===== src/rtl/servo_ctrl_pkg.sv =====
// Shared types and constants for the servo frame scheduler.
package servo_ctrl_pkg;

    typedef enum logic [2:0] {
        S_IDLE,
        S_FETCH,
        S_WAIT,
        S_STORE,
        S_COMMIT,
        S_DONE
    } sched_state_t;

    localparam int unsigned WORD_W = 9;
    localparam int unsigned POS_W  = 8;
    localparam logic [WORD_W-1:0] EOF_TOKEN = 9'd256;

    localparam int unsigned ERR_LEN     = 0;
    localparam int unsigned ERR_RANGE   = 1;
    localparam int unsigned ERR_TIMEOUT = 2;
    localparam int unsigned ERR_CSUM    = 3;

    // Words 0 and EOF never carry a position.
    function automatic logic is_reserved(input logic [WORD_W-1:0] w);
        return (w == '0) || (w == EOF_TOKEN);
    endfunction

endpackage


===== src/rtl/servo_rd_watchdog.sv =====
// Loadable down-counter that flags a buffer read not answered within RD_TIMEOUT cycles.
module servo_rd_watchdog #(
    parameter int unsigned RD_TIMEOUT = 16
) (
    input  logic clk,
    input  logic reset,
    input  logic load_i,
    input  logic en_i,
    output logic expired_o
);

    localparam int unsigned CNT_W = $clog2(RD_TIMEOUT + 1);

    logic [CNT_W-1:0] cnt_q, cnt_d;

    always_comb begin
        cnt_d = cnt_q;
        if (load_i) begin
            cnt_d = CNT_W'(RD_TIMEOUT);
        end else if (en_i && (cnt_q != '0)) begin
            cnt_d = cnt_q - CNT_W'(1);
        end
    end

    always_ff @(posedge clk) begin
        if (reset) begin
            cnt_q <= '0;
        end else begin
            cnt_q <= cnt_d;
        end
    end

    // Fires on the RD_TIMEOUT-th enabled cycle after a load.
    assign expired_o = en_i && (cnt_q <= CNT_W'(1));

endmodule


===== src/rtl/servo_frame_sched.sv =====
// Sequences one SPI frame into servo positions and commits them atomically.
// Optional trailing checksum word: define SERVO_FRAME_CHECKSUM_EN.
module servo_frame_sched
    import servo_ctrl_pkg::*;
#(
    parameter int unsigned NUM_CH     = 8,
    parameter logic [7:0]  MAX_POS    = 8'd250,
    parameter int unsigned RD_TIMEOUT = 16
) (
    input  logic                  clk,
    input  logic                  reset,
    input  logic                  frame_ready,
    input  logic [8:0]            frame_len,
    output logic                  rd_req,
    input  logic [8:0]            rd_data,
    input  logic                  rd_valid,
    output logic                  frame_done,
    output logic [NUM_CH*8-1:0]   ch_pos,
    output logic [NUM_CH-1:0]     ch_update,
    output logic                  busy,
    output logic [3:0]            err
);

`ifdef SERVO_FRAME_CHECKSUM_EN
    localparam bit          CSUM_EN = 1'b1;
    localparam int unsigned MIN_LEN = 2;
    localparam int unsigned MAX_LEN = NUM_CH + 1;
`else
    localparam bit          CSUM_EN = 1'b0;
    localparam int unsigned MIN_LEN = 1;
    localparam int unsigned MAX_LEN = NUM_CH;
`endif

    localparam int unsigned IDX_W = $clog2(NUM_CH + 2);

    sched_state_t            state_q, state_d;
    logic [8:0]              len_q, len_d;
    logic [IDX_W-1:0]        idx_q, idx_d;
    logic [WORD_W-1:0]       word_q, word_d;
    logic [NUM_CH*8-1:0]     shadow_q, shadow_d;
    logic [NUM_CH*8-1:0]     pos_q, pos_d;
    logic [NUM_CH-1:0]       mask_q, mask_d;
    logic [3:0]              err_q, err_d;
    logic [POS_W-1:0]        csum_q, csum_d;
    logic                    holdoff_q;
    logic                    wd_load, wd_en, wd_expired;
    logic                    len_bad, last_word;

    servo_rd_watchdog #(
        .RD_TIMEOUT(RD_TIMEOUT)
    ) u_watchdog (
        .clk       (clk),
        .reset     (reset),
        .load_i    (wd_load),
        .en_i      (wd_en),
        .expired_o (wd_expired)
    );

    assign len_bad   = (frame_len < 9'(MIN_LEN)) || (frame_len > 9'(MAX_LEN));
    assign last_word = ((9'(idx_q) + 9'd1) == len_q);

    always_comb begin
        state_d  = state_q;
        len_d    = len_q;
        idx_d    = idx_q;
        word_d   = word_q;
        shadow_d = shadow_q;
        pos_d    = pos_q;
        mask_d   = mask_q;
        err_d    = err_q;
        csum_d   = csum_q;
        wd_load  = 1'b0;
        wd_en    = 1'b0;

        case (state_q)
            S_IDLE: begin
                if (frame_ready && !holdoff_q) begin
                    len_d = frame_len;
                    if (len_bad) begin
                        err_d[ERR_LEN] = 1'b1;
                        state_d        = S_DONE;
                    end else begin
                        idx_d   = '0;
                        csum_d  = '0;
                        state_d = S_FETCH;
                    end
                end
            end
            S_FETCH: begin
                wd_load = 1'b1;
                state_d = S_WAIT;
            end
            S_WAIT: begin
                wd_en = 1'b1;
                if (rd_valid) begin
                    word_d  = rd_data;
                    state_d = S_STORE;
                end else if (wd_expired) begin
                    err_d[ERR_TIMEOUT] = 1'b1;
                    state_d            = S_DONE;
                end
            end
            S_STORE: begin
                if (CSUM_EN && last_word) begin
                    if (csum_q != word_q[7:0]) begin
                        err_d[ERR_CSUM] = 1'b1;
                        state_d         = S_DONE;
                    end else begin
                        state_d = S_COMMIT;
                    end
                end else begin
                    // Checksum covers raw words, including reserved and clamped ones.
                    csum_d = csum_q + word_q[7:0];
                    for (int unsigned i = 0; i < NUM_CH; i++) begin
                        if (idx_q == IDX_W'(i)) begin
                            if (is_reserved(word_q)) begin
                                err_d[ERR_RANGE] = 1'b1;
                            end else if (word_q[7:0] > MAX_POS) begin
                                shadow_d[8*i +: 8] = MAX_POS;
                                mask_d[i]          = 1'b1;
                                err_d[ERR_RANGE]   = 1'b1;
                            end else begin
                                shadow_d[8*i +: 8] = word_q[7:0];
                                mask_d[i]          = 1'b1;
                            end
                        end
                    end
                    idx_d   = idx_q + IDX_W'(1);
                    state_d = (!CSUM_EN && last_word) ? S_COMMIT : S_FETCH;
                end
            end
            S_COMMIT: begin
                for (int unsigned i = 0; i < NUM_CH; i++) begin
                    if (mask_q[i]) begin
                        pos_d[8*i +: 8] = shadow_q[8*i +: 8];
                    end
                end
                state_d = S_DONE;
            end
            S_DONE: begin
                mask_d  = '0;
                state_d = S_IDLE;
            end
            default: state_d = S_IDLE;
        endcase

        if (!CSUM_EN) begin
            err_d[ERR_CSUM] = 1'b0;
        end
    end

    always_ff @(posedge clk) begin
        if (reset) begin
            state_q   <= S_IDLE;
            len_q     <= '0;
            idx_q     <= '0;
            word_q    <= '0;
            shadow_q  <= '0;
            pos_q     <= '0;
            mask_q    <= '0;
            err_q     <= '0;
            csum_q    <= '0;
            holdoff_q <= 1'b0;
        end else begin
            state_q   <= state_d;
            len_q     <= len_d;
            idx_q     <= idx_d;
            word_q    <= word_d;
            shadow_q  <= shadow_d;
            pos_q     <= pos_d;
            mask_q    <= mask_d;
            err_q     <= err_d;
            csum_q    <= csum_d;
            // Give the buffer one cycle after DONE to drop frame_ready.
            holdoff_q <= (state_q == S_DONE);
        end
    end

    assign rd_req     = (state_q == S_FETCH);
    assign frame_done = (state_q == S_DONE);
    assign busy       = (state_q != S_IDLE);
    assign ch_update  = (state_q == S_COMMIT) ? mask_q : '0;
    assign ch_pos     = pos_q;
    assign err        = err_q;

endmodule


===== config.mk =====
export PLATFORM = sky130hd
export DESIGN_NAME = servo_frame_sched
export DESIGN_NICKNAME = d
export VERILOG_FILES = /design/src/rtl/servo_ctrl_pkg.sv /design/src/rtl/servo_rd_watchdog.sv /design/src/rtl/servo_frame_sched.sv
export SDC_FILE = /design/constraint.sdc
export NUM_CORES = 1
export LEC_CHECK = 0
export CELL_PAD_IN_SITES_DETAIL_PLACEMENT = 1
export CELL_PAD_IN_SITES_GLOBAL_PLACEMENT = 1
export CORE_MARGIN = 5
export CORE_UTILIZATION = 40
export CTS_CLUSTER_DIAMETER = 80
export DETAILED_ROUTE_END_ITERATION = 12
export PLACE_DENSITY = 0.76
export SLEW_MARGIN = 20
export SYNTH_ARGS = -nofsm -noshare
export SYNTH_HDL_FRONTEND = slang
export SYNTH_SLANG_ARGS = --single-unit

===== constraint.sdc =====
create_clock -name clk -period 1.9 [get_ports clk]
set_input_delay 0.19 -clock clk [delete_from_list [all_inputs] [get_ports clk]]
set_output_delay 0.19 -clock clk [all_outputs]
set_load 0.02 [all_outputs]

==> flow_metrics.env <==
export IMPL_outcome="finished, final reports clean"
export IMPL_fin_area_sq_um=8770
export IMPL_synth_top_flop_cell="dfxtp_1"
export IMPL_hold_path_end="err[2]"
export IMPL_fp_dieArea_sq_um=19200
export IMPL_synth_to_layout_area_growth_pct=32.9
export IMPL_setup_slack_ns=0.0227
export IMPL_synth_largest_area_cell="dfxtp_1"
export IMPL_postSynthNetCount=775
export IMPL_tightestPinTransition_ns=0.665
export IMPL_cts_hold_buffers_added=0
export IMPL_cts_inserted_buffers=17
export IMPL_power_density_nw_per_um2=986
export IMPL_finalHoldViolCount=0
export IMPL_design_core_area_sq_um=16400
export IMPL_dp_worst_setup_slack_ns=-0.108
export IMPL_number_of_enable_type_register_cells_in_the_synthesized_netlist=0
export IMPL_ys_warn_count=0
export IMPL_layout_nets=905
export IMPL_gp_congestion=0.806
export IMPL_placement_rows=47
export IMPL_fillCellCount=1872
export IMPL_max_vdd_ir_drop_mv=0.616
export IMPL_grt_overflow_total=0
export IMPL_worstRegToRegCells=6
export IMPL_fmaxAchievable_mhz=533
export IMPL_cell_area_after_synthesis_sq_um=6600
export IMPL_postSynth_asyncResetShare_pct=0
export IMPL_worst_setup_path_start_kind="register"
export IMPL_sequential_element_share_of_the_synthesized_area_pct=51.3
export IMPL_synth_top_cell_area_share_pct=51.3
export IMPL_synthCells=746
export IMPL_critical_path_peak_fanout=6
export IMPL_post_synth_main_area_contributors="dfxtp_1, mux2i_1, nand2_1"
export IMPL_cts_root_to_sink_buffers=2
export IMPL_worst_setup_hold_path_clk_slew_ns=0.06
export IMPL_fp_dieH_um=138
export IMPL_worst_skew_pair_late_latency_ns=0.43
export IMPL_timing_max_slew_rel_slack_pct=55.5
export IMPL_iter_0_drt_violations=262
export IMPL_grt_usage_pct=19.4
export IMPL_synth_lib_cells_used_distinct=52
export IMPL_reg2reg_slack_ns=0.02
export IMPL_cts_root_buf="clkbuf_16"
export IMPL_worstPathCellList="nand4bb_4 > buf_4 > a2111oi_4 > buf_2 > mux2i_1 > nor2_1"
export IMPL_regToRegEndpoint="shadow_q[7]"
export IMPL_critical_path_max_stage_delay_ns=0.34
export IMPL_avgViaCountPerCell=5.07
export IMPL_power_static_leakage_nw=3.09
export IMPL_period_share_pct=98.8
export IMPL_slew_viol_final=0
export IMPL_pin_count_of_the_biggest_net_entering_global_routing=77
export IMPL_min_period_ns=1.88
export IMPL_drt_wl_total_um=19200
export IMPL_detail_route_drc_violations=0
export IMPL_floorplan_die_width_um=138
export IMPL_clock_sink_count=169
export IMPL_min_delay_path_class="input port to register"
export IMPL_initial_core_util_pct=40.2
export IMPL_cts_tree="yes"
export IMPL_worst_hold_slack_ns=0.113
export IMPL_grt_first_pass_wirelength_um=30800
export IMPL_dpl_hpwl_um=13000
export IMPL_setup_violations_final=0
export IMPL_timing_critical_path_slowest_stage_cell="dfxtp_1"
export IMPL_dr_total_vias=5622
export IMPL_drive_above_1_share_pct=14.6
export IMPL_whs_path_depth=2
export IMPL_worst_setup_path_end_kind="register"
export IMPL_timing_clock_skew_ns=0.00709
export IMPL_route_detailed_wl_per_inst_um=17.3
export IMPL_syn_avg_cell_area_sq_um=8.85
export IMPL_worst_setup_path_type="register to register"
export IMPL_worstPathRequired_ns=2.20
export IMPL_finalNonFillerCells=1109
export IMPL_timing_critical_path_arrival_ns=2.18
export IMPL_htreeDepth=4
export IMPL_postSynthRegisterBits=169
export IMPL_antenna_found_initial=0
export IMPL_io_buffers=98
export IMPL_dp_cells=1070
export IMPL_hp_start="reset"
export IMPL_maxCapViolCount=0
export IMPL_fin_total_pwr_mw=8.65
export IMPL_drt_pass1_iterations=4
export IMPL_postPlaceCellArea_sq_um=8040
export IMPL_critical_path_reg2reg_startpoint="state_q[2]"
export IMPL_ant_nets=0
export IMPL_antenna_cells_inserted=0
export IMPL_first_global_vias=6082
export IMPL_ios=101
## placed cells by master, fill, tap and decap left out, types with 4 or more instances in the layout
cell             instances
dfxtp_1                165
inv_1                   12
clkbuf_16               17
clkdlybuf4s50_1         86
nand3_1                  6
xnor2_1                  4
nor2_1                  97
nor2b_1                  4
clkbuf_2                 6
nand2_1                164
buf_4                   49
xor2_1                   5
inv_2                    9
clkinvlp_4               5
clkbuf_8                 4
a211oi_1                11
ha_1                     6
buf_12                   4
nor3_1                   6
mux2i_1                 64
a21oi_1                 85
dfxtp_2                  4
## per-layer routing
layer | share of wire, % | wire (um) | up-vias | track usage [%]
li1 | - | - | 2739 | -
met1 | 43 | 8320 | 2742 | 23.8
met2 | 51 | 9840 | 117 | 33.5
met3 | 3.7 | 716 | 24 | 4.59
met4 | 1.6 | 304 | 0 | 6.45
met5 | 0 | 0 | - | 0
## how the worst max path moves through the flow
| stage | from | to | slack (ns) | cells past startpoint |
|---|---|---|---|---|
| after floorplan | idx_q[0] | shadow_q[24] | 0.16 | 7 |
| after global placement | state_q[2] | shadow_q[40] | 0.03 | 4 |
| after detailed placement | state_q[1] | shadow_q[61] | -0.11 | 4 |
| after CTS | idx_q[1] | shadow_q[43] | -0.1 | 6 |
| after global routing | idx_q[1] | shadow_q[7] | -0.04 | 8 |
| final | state_q[2] | shadow_q[7] | 0.02 | 6 |
## report_power, final
| part | switching, mW | internal (mW) | total, mW |
|---|---|---|---|
| Sequential | 0.123 | 3.66 | 3.78 |
| Combinational | 0.799 | 0.572 | 1.37 |
| Clock | 1.42 | 2.08 | 3.50 |
| Total | 2.34 | 6.31 | 8.65 |
## worst max-delay path, delay by kind of cell, from the launching register on
kind / cells / cell delay (ns)
buffers and inverters: 2 / 0.51
and+or+nand+nor: 2 / 0.39
DFF: 1 / 0.34
muxes: 1 / 0.27
AOI/OAI and AO/OA: 1 / 0.25
## cells by family (layout without fill, tap and decap cells)
| family | Yosys count | after routing | synth area share [%] |
|---|---|---|---|
| muxes | 65 | 65 | 9.86 |
| and+or+nand+nor | 306 | 306 | 19.8 |
| xor gates and xnor gates | 9 | 9 | 1.19 |
| adders and majority gates | 7 | 7 | 1.33 |
| DFF | 169 | 169 | 51.3 |
| AOI/OAI and AO/OA | 125 | 125 | 11.6 |
| buffers and inverters | 64 | 207 | 4.87 |
| other | 1 | 1 | 0.0568 |
## through the flow
step | utilization (%) | TNS, ns
after CTS | 52.7 | -0.933
after detailed placement | 49.0 | -1.32
after floorplan | - | 0
final | 53.5 | 0
after global placement | 49.0 | 0
after global routing | 53.5 | -0.390
## final cells by class
class	count	area [sq um]	share of cell area, %
Multi-Input combinational cell	513	3010	34.3
Tap cell	220	275	3.14
Inverter	21	78.8	0.899
Sequential cell	169	3390	38.6
Clock buffer	22	484	5.52
Timing Repair Buffer	154	1420	16.2
Clock inverter	10	116	1.33
## Yosys cell counts (7+ instances only)
| cell | count |
|---|---|
| inv_2 | 9 |
| ha_1 | 7 |
| dfxtp_1 | 169 |
| nand2_1 | 164 |
| buf_2 | 8 |
| mux2i_1 | 65 |
| a21oi_1 | 85 |
| nor3_1 | 7 |
| a211oi_1 | 14 |
| buf_4 | 7 |
| clkbuf_1 | 22 |
| nor2_1 | 97 |
| inv_1 | 12 |
## flip-flops by register name (all words and copies together), names as in the netlist
register and flops:
ch_pos 64, err 3, holdoff_q 1, idx_q 4, len_q 9, mask_q 8
shadow_q 64, state_q 3, u_watchdog.cnt_q 5, word_q 8
## timing repair
item | CTS | global route
endpoints found under the setup margin | 35 | 69
pin swaps | 0 | 3
buffers inserted | 0 | 5
gates resized for setup | 25 | 26
gates cloned | 0 | 2
Note: power is estimated with default switching activity, not from simulation.
